**src/rtl/clock_set_ctrl_if.sv**
```systemverilog
// Load bus from the edit sequencer to the timekeeping / alarm registers.
//   ld_hour, ld_min, ld_sec : one-cycle field load strobes (mutually exclusive)
//   ld_target               : 0 = timekeeping registers, 1 = alarm registers
//   ld_val                  : clamped binary field value
//   ld_bcd_h / ld_bcd_l     : ld_val / 10 and ld_val % 10
// master = sequencer (drives), slave = register bank (receives).
interface clock_set_ctrl_if;
  logic       ld_hour;
  logic       ld_min;
  logic       ld_sec;
  logic       ld_target;
  logic [5:0] ld_val;
  logic [3:0] ld_bcd_h;
  logic [3:0] ld_bcd_l;

  modport master (
    output ld_hour, ld_min, ld_sec, ld_target, ld_val, ld_bcd_h, ld_bcd_l
  );

  modport slave (
    input  ld_hour, ld_min, ld_sec, ld_target, ld_val, ld_bcd_h, ld_bcd_l
  );
endinterface

```
**src/rtl/clock_set_ctrl.sv**
```systemverilog
// Edit-mode sequencer for the digital clock.
// Debounces the time-set and alarm-set buttons, walks the hour/minute/second
// edit menus, clamps and BCD-splits the switch value and commits each field
// through one-cycle load strobes. Also drives display freeze/blank/LED hints.
//   clk, clr        : system clock, asynchronous active-low reset
//   tick_1hz        : one-cycle pulse per second (edit timeout base)
//   btn_time        : raw time-set button
//   btn_alarm       : raw alarm-set button
//   sw[5:0]         : raw binary field value from switches
//   state[2:0]      : RUN=0 T_HOUR=1 T_MIN=2 T_SEC=3 A_HOUR=4 A_MIN=5 A_SEC=6
//   ld              : load bus (see clock_set_ctrl_if)
//   run_en          : timekeeping may advance (low while editing the time)
//   blank_mask[3:0] : bit i blanks 7-segment digit i (digit 0 = seconds low)
//   edit_led[5:0]   : clamped live switch value while editing, 0 in RUN
module clock_set_ctrl #(
  parameter int unsigned CLK_HZ       = 125000000,
  parameter int unsigned DEBOUNCE_CYC = 1250000,
  parameter int unsigned TIMEOUT_S    = 30
) (
  input  logic                    clk,
  input  logic                    clr,
  input  logic                    tick_1hz,
  input  logic                    btn_time,
  input  logic                    btn_alarm,
  input  logic [5:0]              sw,
  output logic [2:0]              state,
  clock_set_ctrl_if.master        ld,
  output logic                    run_en,
  output logic [3:0]              blank_mask,
  output logic [5:0]              edit_led
);

  localparam int unsigned DB_W    = $clog2(DEBOUNCE_CYC + 1);
  localparam logic [DB_W-1:0] DB_LAST = DB_W'(DEBOUNCE_CYC - 1);
  localparam int unsigned TO_W    = $clog2(TIMEOUT_S + 1);
  localparam logic [TO_W-1:0] TO_LAST = TO_W'(TIMEOUT_S - 1);

  typedef enum logic [2:0] {
    RUN    = 3'd0,
    T_HOUR = 3'd1,
    T_MIN  = 3'd2,
    T_SEC  = 3'd3,
    A_HOUR = 3'd4,
    A_MIN  = 3'd5,
    A_SEC  = 3'd6
  } st_t;

  st_t st, nxt;

  // ---------------------------------------------------------------------
  // Button conditioning: bit 0 = time button, bit 1 = alarm button.
  // ---------------------------------------------------------------------
  logic [1:0]      raw;
  logic [1:0]      sync1, sync2;
  logic [1:0]      level, level_d;
  logic [DB_W-1:0] db_cnt [2];
  logic [1:0]      press;

  assign raw = {btn_alarm, btn_time};

  always_ff @(posedge clk or negedge clr) begin
    if (!clr) begin
      sync1   <= '0;
      sync2   <= '0;
      level   <= '0;
      level_d <= '0;
      for (int unsigned i = 0; i < 2; i++) db_cnt[i] <= '0;
    end else begin
      sync1   <= raw;
      sync2   <= sync1;
      level_d <= level;
      for (int unsigned i = 0; i < 2; i++) begin
        if (sync2[i] == level[i]) begin
          db_cnt[i] <= '0;
        end else if (db_cnt[i] == DB_LAST) begin
          // this is the DEBOUNCE_CYC-th consecutive differing cycle
          db_cnt[i] <= '0;
          level[i]  <= ~level[i];
        end else begin
          db_cnt[i] <= db_cnt[i] + 1'b1;
        end
      end
    end
  end

  assign press = level & ~level_d;

  // ---------------------------------------------------------------------
  // Field helpers
  // ---------------------------------------------------------------------
  function automatic logic is_hour(input st_t s);
    return (s == T_HOUR) || (s == A_HOUR);
  endfunction

  function automatic logic is_min(input st_t s);
    return (s == T_MIN) || (s == A_MIN);
  endfunction

  function automatic logic is_sec(input st_t s);
    return (s == T_SEC) || (s == A_SEC);
  endfunction

  function automatic logic is_time_edit(input st_t s);
    return (s == T_HOUR) || (s == T_MIN) || (s == T_SEC);
  endfunction

  function automatic logic [5:0] clamp(input st_t s, input logic [5:0] v);
    logic [5:0] lim;
    lim = is_hour(s) ? 6'd23 : 6'd59;
    return (v > lim) ? lim : v;
  endfunction

  // Value committed when leaving the current field
  logic [5:0] cv;
  logic [5:0] cv_q, cv_r;

  assign cv   = clamp(st, sw);
  assign cv_q = cv / 6'd10;
  assign cv_r = cv % 6'd10;

  // ---------------------------------------------------------------------
  // Next-state decode
  // ---------------------------------------------------------------------
  logic [TO_W-1:0] to_cnt;
  logic            accept;
  logic            timeout;
  logic            commit;

  always_comb begin
    nxt    = st;
    accept = 1'b0;
    case (st)
      RUN: begin
        // time button wins if both land in the same cycle
        if (press[0]) begin
          nxt    = T_HOUR;
          accept = 1'b1;
        end else if (press[1]) begin
          nxt    = A_HOUR;
          accept = 1'b1;
        end
      end
      T_HOUR: if (press[0]) begin nxt = T_MIN;  accept = 1'b1; end
      T_MIN:  if (press[0]) begin nxt = T_SEC;  accept = 1'b1; end
      T_SEC:  if (press[0]) begin nxt = RUN;    accept = 1'b1; end
      A_HOUR: if (press[1]) begin nxt = A_MIN;  accept = 1'b1; end
      A_MIN:  if (press[1]) begin nxt = A_SEC;  accept = 1'b1; end
      A_SEC:  if (press[1]) begin nxt = RUN;    accept = 1'b1; end
      default: nxt = RUN;
    endcase
    // a press in the same cycle as the final tick takes priority
    timeout = (st != RUN) && !accept && tick_1hz && (to_cnt == TO_LAST);
    if (timeout) nxt = RUN;
  end

  assign commit = accept && (st != RUN);

  // ---------------------------------------------------------------------
  // State, timeout counter and registered outputs
  // ---------------------------------------------------------------------
  always_ff @(posedge clk or negedge clr) begin
    if (!clr) begin
      st           <= RUN;
      to_cnt       <= '0;
      ld.ld_hour   <= 1'b0;
      ld.ld_min    <= 1'b0;
      ld.ld_sec    <= 1'b0;
      ld.ld_target <= 1'b0;
      ld.ld_val    <= '0;
      ld.ld_bcd_h  <= '0;
      ld.ld_bcd_l  <= '0;
      run_en       <= 1'b1;
      blank_mask   <= '0;
      edit_led     <= '0;
    end else begin
      st <= nxt;

      if (accept || nxt == RUN) to_cnt <= '0;
      else if (tick_1hz)        to_cnt <= to_cnt + 1'b1;

      ld.ld_hour <= commit && is_hour(st);
      ld.ld_min  <= commit && is_min(st);
      ld.ld_sec  <= commit && is_sec(st);
      if (commit) begin
        ld.ld_target <= !is_time_edit(st);
        ld.ld_val    <= cv;
        ld.ld_bcd_h  <= cv_q[3:0];
        ld.ld_bcd_l  <= cv_r[3:0];
      end

      // display hints follow the state being entered so they line up with it
      run_en <= !is_time_edit(nxt);
      if (nxt == RUN)       blank_mask <= 4'b0000;
      else if (is_hour(nxt)) blank_mask <= 4'b1111;
      else if (is_min(nxt))  blank_mask <= 4'b0011;
      else                   blank_mask <= 4'b1100;
      edit_led <= (nxt == RUN) ? 6'd0 : clamp(nxt, sw);
    end
  end

  assign state = st;

endmodule
```
**src/flat_wrapper.sv**
```systemverilog
// flat-port wrapper written by rule: the top's interface ports become plain ports
module clock_set_ctrl_flat 
#(
  parameter int unsigned CLK_HZ       = 125000000,
  parameter int unsigned DEBOUNCE_CYC = 1250000,
  parameter int unsigned TIMEOUT_S    = 30
)
  (clk, clr, tick_1hz, btn_time, btn_alarm, sw, state, run_en, blank_mask, edit_led, ld_ld_hour, ld_ld_min, ld_ld_sec, ld_ld_target, ld_ld_val, ld_ld_bcd_h, ld_ld_bcd_l);
  clock_set_ctrl_if ld_i ();
  input  logic clk;
  input  logic clr;
  input  logic tick_1hz;
  input  logic btn_time;
  input  logic btn_alarm;
  input  logic [5:0] sw;
  output logic [2:0] state;
  output logic run_en;
  output logic [3:0] blank_mask;
  output logic [5:0] edit_led;
  output wire logic [$bits(ld_i.ld_hour)-1:0] ld_ld_hour;
  output wire logic [$bits(ld_i.ld_min)-1:0] ld_ld_min;
  output wire logic [$bits(ld_i.ld_sec)-1:0] ld_ld_sec;
  output wire logic [$bits(ld_i.ld_target)-1:0] ld_ld_target;
  output wire logic [$bits(ld_i.ld_val)-1:0] ld_ld_val;
  output wire logic [$bits(ld_i.ld_bcd_h)-1:0] ld_ld_bcd_h;
  output wire logic [$bits(ld_i.ld_bcd_l)-1:0] ld_ld_bcd_l;
  assign ld_ld_hour = ld_i.ld_hour;
  assign ld_ld_min = ld_i.ld_min;
  assign ld_ld_sec = ld_i.ld_sec;
  assign ld_ld_target = ld_i.ld_target;
  assign ld_ld_val = ld_i.ld_val;
  assign ld_ld_bcd_h = ld_i.ld_bcd_h;
  assign ld_ld_bcd_l = ld_i.ld_bcd_l;
  clock_set_ctrl #(.CLK_HZ(CLK_HZ), .DEBOUNCE_CYC(DEBOUNCE_CYC), .TIMEOUT_S(TIMEOUT_S)) u_core (.clk(clk), .clr(clr), .tick_1hz(tick_1hz), .btn_time(btn_time), .btn_alarm(btn_alarm), .sw(sw), .state(state), .ld(ld_i), .run_en(run_en), .blank_mask(blank_mask), .edit_led(edit_led));
endmodule
```
**config.mk**
```make
export PLATFORM = sky130hd
export DESIGN_NAME = clock_set_ctrl_flat
export DESIGN_NICKNAME = d
export VERILOG_FILES = /design/src/rtl/clock_set_ctrl_if.sv /design/src/rtl/clock_set_ctrl.sv /design/src/flat_wrapper.sv
export SDC_FILE = /design/constraint.sdc
export NUM_CORES = 1
export LEC_CHECK = 0
export BUFFER_PORTS_ARGS = -buffer_cell sky130_fd_sc_hd__buf_2
export CELL_PAD_IN_SITES_DETAIL_PLACEMENT = 1
export CELL_PAD_IN_SITES_GLOBAL_PLACEMENT = 2
export CORE_AREA = 2 2 85 148
export DETAILED_ROUTE_END_ITERATION = 7
export DIE_AREA = 0 0 87 150
export GPL_TIMING_DRIVEN = 0
export PLACE_DENSITY = 0.87
export RECOVER_POWER = 50
export SYNTH_ARGS = -nofsm -noshare
export SYNTH_HDL_FRONTEND = slang
export SYNTH_SLANG_ARGS = --single-unit
```
**constraint.sdc**
```tcl
create_clock -name clk -period 5.1 [get_ports clk]
set_input_delay 0.51 -clock clk [delete_from_list [all_inputs] [get_ports clk]]
set_output_delay 0.51 -clock clk [all_outputs]
set_load 0.02 [all_outputs]
```
==> key figures <==
Layout
  – Layout cells sized above 1: between 10% and 20%
  – Multi-input gate area: 2050 um2
  – Most frequent cells in the layout: nor2_1, dfrtp_1, buf_2, nand2_1
  – Final Non-Filler Cells: 644
  – Final net count: approximately 530
  – Area delta synth->final: 15.3%
  – Commonest non-fill, non-tap cell in the layout: nor2_1
  – Post-Layout Inst Area: just under 5000 um2
  – Register area: 2080 um2
  – Diode count: 0
  – Filler cells: 1387

Job
  – Max_cap viols: 2

Critical path
  – Crit path capture type: flip-flop
  – Worst R2R Path Depth: 17
  – Startpoint Class: flip-flop
  – Reg2Reg Launch Point: u_core.state[0]
  – Terminus of the critical flop-to-flop path: u_core.ld.ld_bcd_l[2]
  – Reg2reg setup slack: 630 ps
  – CP Class: reg2reg
  – Critical Path Fanout Max: 6
  – Worst Path Arrival: around 4700 ps
  – Critical Path RT: between 5000 and 6000 ps

Clock tree
  – CTS sink cnt: 83
  – H-tree depth: 3
  – Num CTS Buffers: 9
  – Hold_buf cts: 0
  – CTS tree: yes
  – Max clock buf depth: 2
  – Post_cts resized: 0
  – Post-CTS Setup Inserts: 0
  – Clock Latency Late Sink: 340 ps
  – CTS root buffer: clkbuf_16
  – Clock slew at reported path FFs: 60 ps

Power and ir drop
  – Sequential share of power: 40.8%
  – Internal power: 0.00127 W
  – Max VDD drop: 169 uV
  – Clock share of power: between 30% and 40%
  – Gate power share: 24.2%
  – Pwr Total: 0.00186 W
  – Switch Pwr: 0.000589 W
  – P_leak: 2.13 nW
  – Cell area power density: approximately 380 nW/um2
  – Net Sw Frac: 31.7%

Timing
  – Fmax: around 220 MHz
  – Worst Tran Pin Value: between 2000 and 3000 ps
  – RSZ-0062 raised after global routing: false
  – Setup-failing EPs final: 0
  – Slew headroom: -70.6%
  – Final Hold Vio Count: 0
  – Setup TNS after final layout: 0 ps
  – Period utilization: between 80% and 90%
  – Final Slew Violations: 86
  – Layout Skew: 6.08 ps
  – Final min period: 4470 ps

Die
  – Die Height: 150 um
  – # IOs: 43
  – Row count: 53
  – Die area: about 13000 um2
  – Initial Util: between 30% and 40%
  – Chip width: 87 um
  – Core ar.: 11900 um2

Global route
  – Initial antenna violation count: 0
  – GRT overflow: 0
  – Vias in the first global route: 3789
  – All-Layer GR Usage: 17.9%
  – Pin count of the biggest net entering global routing: 49
  – First-pass GRT wire length: around 18 mm

Min path
  – WHS Path Cells: 1
  – Worst hold path type: in2reg
  – Min-Delay Endpoint: u_core.sync1[1]
  – Min-delay src: btn_alarm

Synth
  – Post-Synthesis Cells: 451
  – Synth Cell Area: 4280 um2
  – Yosys reg bits: 83
  – Seq/Total Area, Yosys: about half
  – EDFF count, synth: 0
  – Synth Flop Type: dfrtp_1
  – Synth warn: 0
  – Post-synth net total: between 400 and 500
  – Unique cell type count in the Yosys netlist: 56
  – Mean area per synthesized cell: 9.49 um2
  – Asr flop ratio synth: 100%

Drt
  – Via/cell ratio: 5.42
  – Drt pass-1 iters: 4
  – DR vias: 3488
  – Routed Antenna Nets: 0
  – Detailed Route Iter0 Violations: 113
  – Drc violations: 0
  – DR WL/cell: 16.9 um
  – Detailed Route WL: roughly 11 mm

Placed design
  – Placed Area: 4680 um2
  – DP HPWL: 8.18 mm
  – RD Place Congestion: just under 0.8
  – # port buffers: 39
  – Placed cells: between 600 and 700

Status
  – Failing checks: max-capacitance violations, max-slew violations
  – Status: finished with violations
registers in the layout, indices dropped and copies added, names as in the netlist, 3 cells and up:
| name | flops |
|---|---|
| u_core.db_cnt | 42 |
| u_core.edit_led | 6 |
| u_core.ld.ld_bcd_h | 3 |
| u_core.ld.ld_bcd_l | 4 |
| u_core.ld.ld_val | 5 |
| u_core.state | 3 |
| u_core.to_cnt | 5 |
cell usage after synthesis, drive strengths merged (2+ instances only):
master | n | area, um2
nand2 | 32 | 120
a221oi | 2 | 17.5
xnor2 | 20 | 175
o22ai | 4 | 31.3
nor3b | 3 | 22.5
or3 | 2 | 12.5
xor2 | 23 | 201
nor4 | 3 | 18.8
nor2b | 6 | 37.5
ha | 14 | 175
mux2i | 2 | 23.8
clkbuf | 10 | 37.5
o21ai | 14 | 70.1
o21a | 5 | 37.5
and4 | 3 | 28.8
o22a | 3 | 26.3
a31oi | 5 | 31.3
inv | 13 | 48.8
nand4 | 17 | 106
a21o | 2 | 16.3
nor3 | 9 | 45.0
a22oi | 2 | 15.0
nand3 | 18 | 95.1
dfrtp | 82 | 2050
o21bai | 2 | 15.0
buf | 9 | 60.1
nor2 | 87 | 327
a21boi | 3 | 22.5
mux2 | 3 | 33.8
nor4b | 4 | 35.0
nand2b | 6 | 37.5
a21oi | 18 | 90.1
and3 | 9 | 61.3
o211ai | 3 | 22.5
worst max-delay path: stages, from the launching register on:
cell      delay, ps
dfrtp_1         440
xor2_1          180
nand2b_1        210
inv_1           150
ha_1            340
a21oi_1         100
o21bai_1        280
nand3_2         180
o21a_1          180
ha_1            310
inv_1            50
a21oi_1         330
a21oi_1         170
a221oi_1        360
a31oi_1         170
ha_1            350
or4_1           520
o211ai_1         90
power groups by stage:
stage | registers (W) | clock network (W) | logic (W)
after floorplan | 0.000796 | 0 | 0.000282
after global placement | 0.000766 | 0 | 0.000437
after detailed placement | 0.000769 | 0 | 0.000460
after CTS | 0.000758 | 0.000671 | 0.000465
after global routing | 0.000766 | 0.000698 | 0.000512
final | 0.000759 | 0.000650 | 0.000451
cells by family (layout without fill, tap and decap cells):
logic type	after synthesis	after routing	share of synthesized area (%)
compound gates	73	73	11.4
flops	83	83	48.6
buf+inv	32	88	3.42
fa+ha+maj	14	14	4.09
other cells	1	1	0.0876
mux	5	5	1.34
simple gates	200	200	22.3
xor+xnor	43	43	8.80
worst max path at each step:
stage,slack (ps),from,to
CTS,590,u_core.state[0],u_core.ld.ld_bcd_l[2]
detailed placement,650,u_core.state[0],u_core.ld.ld_bcd_l[2]
finish,630,u_core.state[0],u_core.ld.ld_bcd_l[2]
floorplan,1250,u_core.state[0],u_core.ld.ld_bcd_l[2]
global route,160,u_core.state[0],u_core.ld.ld_bcd_l[2]
global placement,770,u_core.state[0],u_core.ld.ld_bcd_l[2]
area by class of cell:
class / count / area share (%)
Sequential cell: 83 / 42.1
Buffer: 19 / 1.98
Tap cell: 137 / 3.48
Inverter: 13 / 0.989
Clock inverter: 4 / 0.989
Timing Repair Buffer: 40 / 3.78
Multi-Input combinational cell: 336 / 41.7
Clock buffer: 12 / 5.00
layer usage:
metal | wire [um] | track usage (%) | part of all wire [%]
met1 | 4050 | 18.4 | 37
met2 | 6250 | 33.9 | 57
met3 | 311 | 3.36 | 2.9
met4 | 280 | 8.13 | 2.6
met5 | 0 | 0 | 0
stage by stage:
stage	worst slack [ps]	util (%)	hold slack, ps
2_1_floorplan	1250	-	214
3_3_place_gp	772	39.1	336
6_report	630	41.6	273
5_1_grt	157	41.6	262
4_1_cts	590	41.9	137
3_5_place_dp	648	39.4	338
Note: power is estimated with default switching activity, not from simulation.
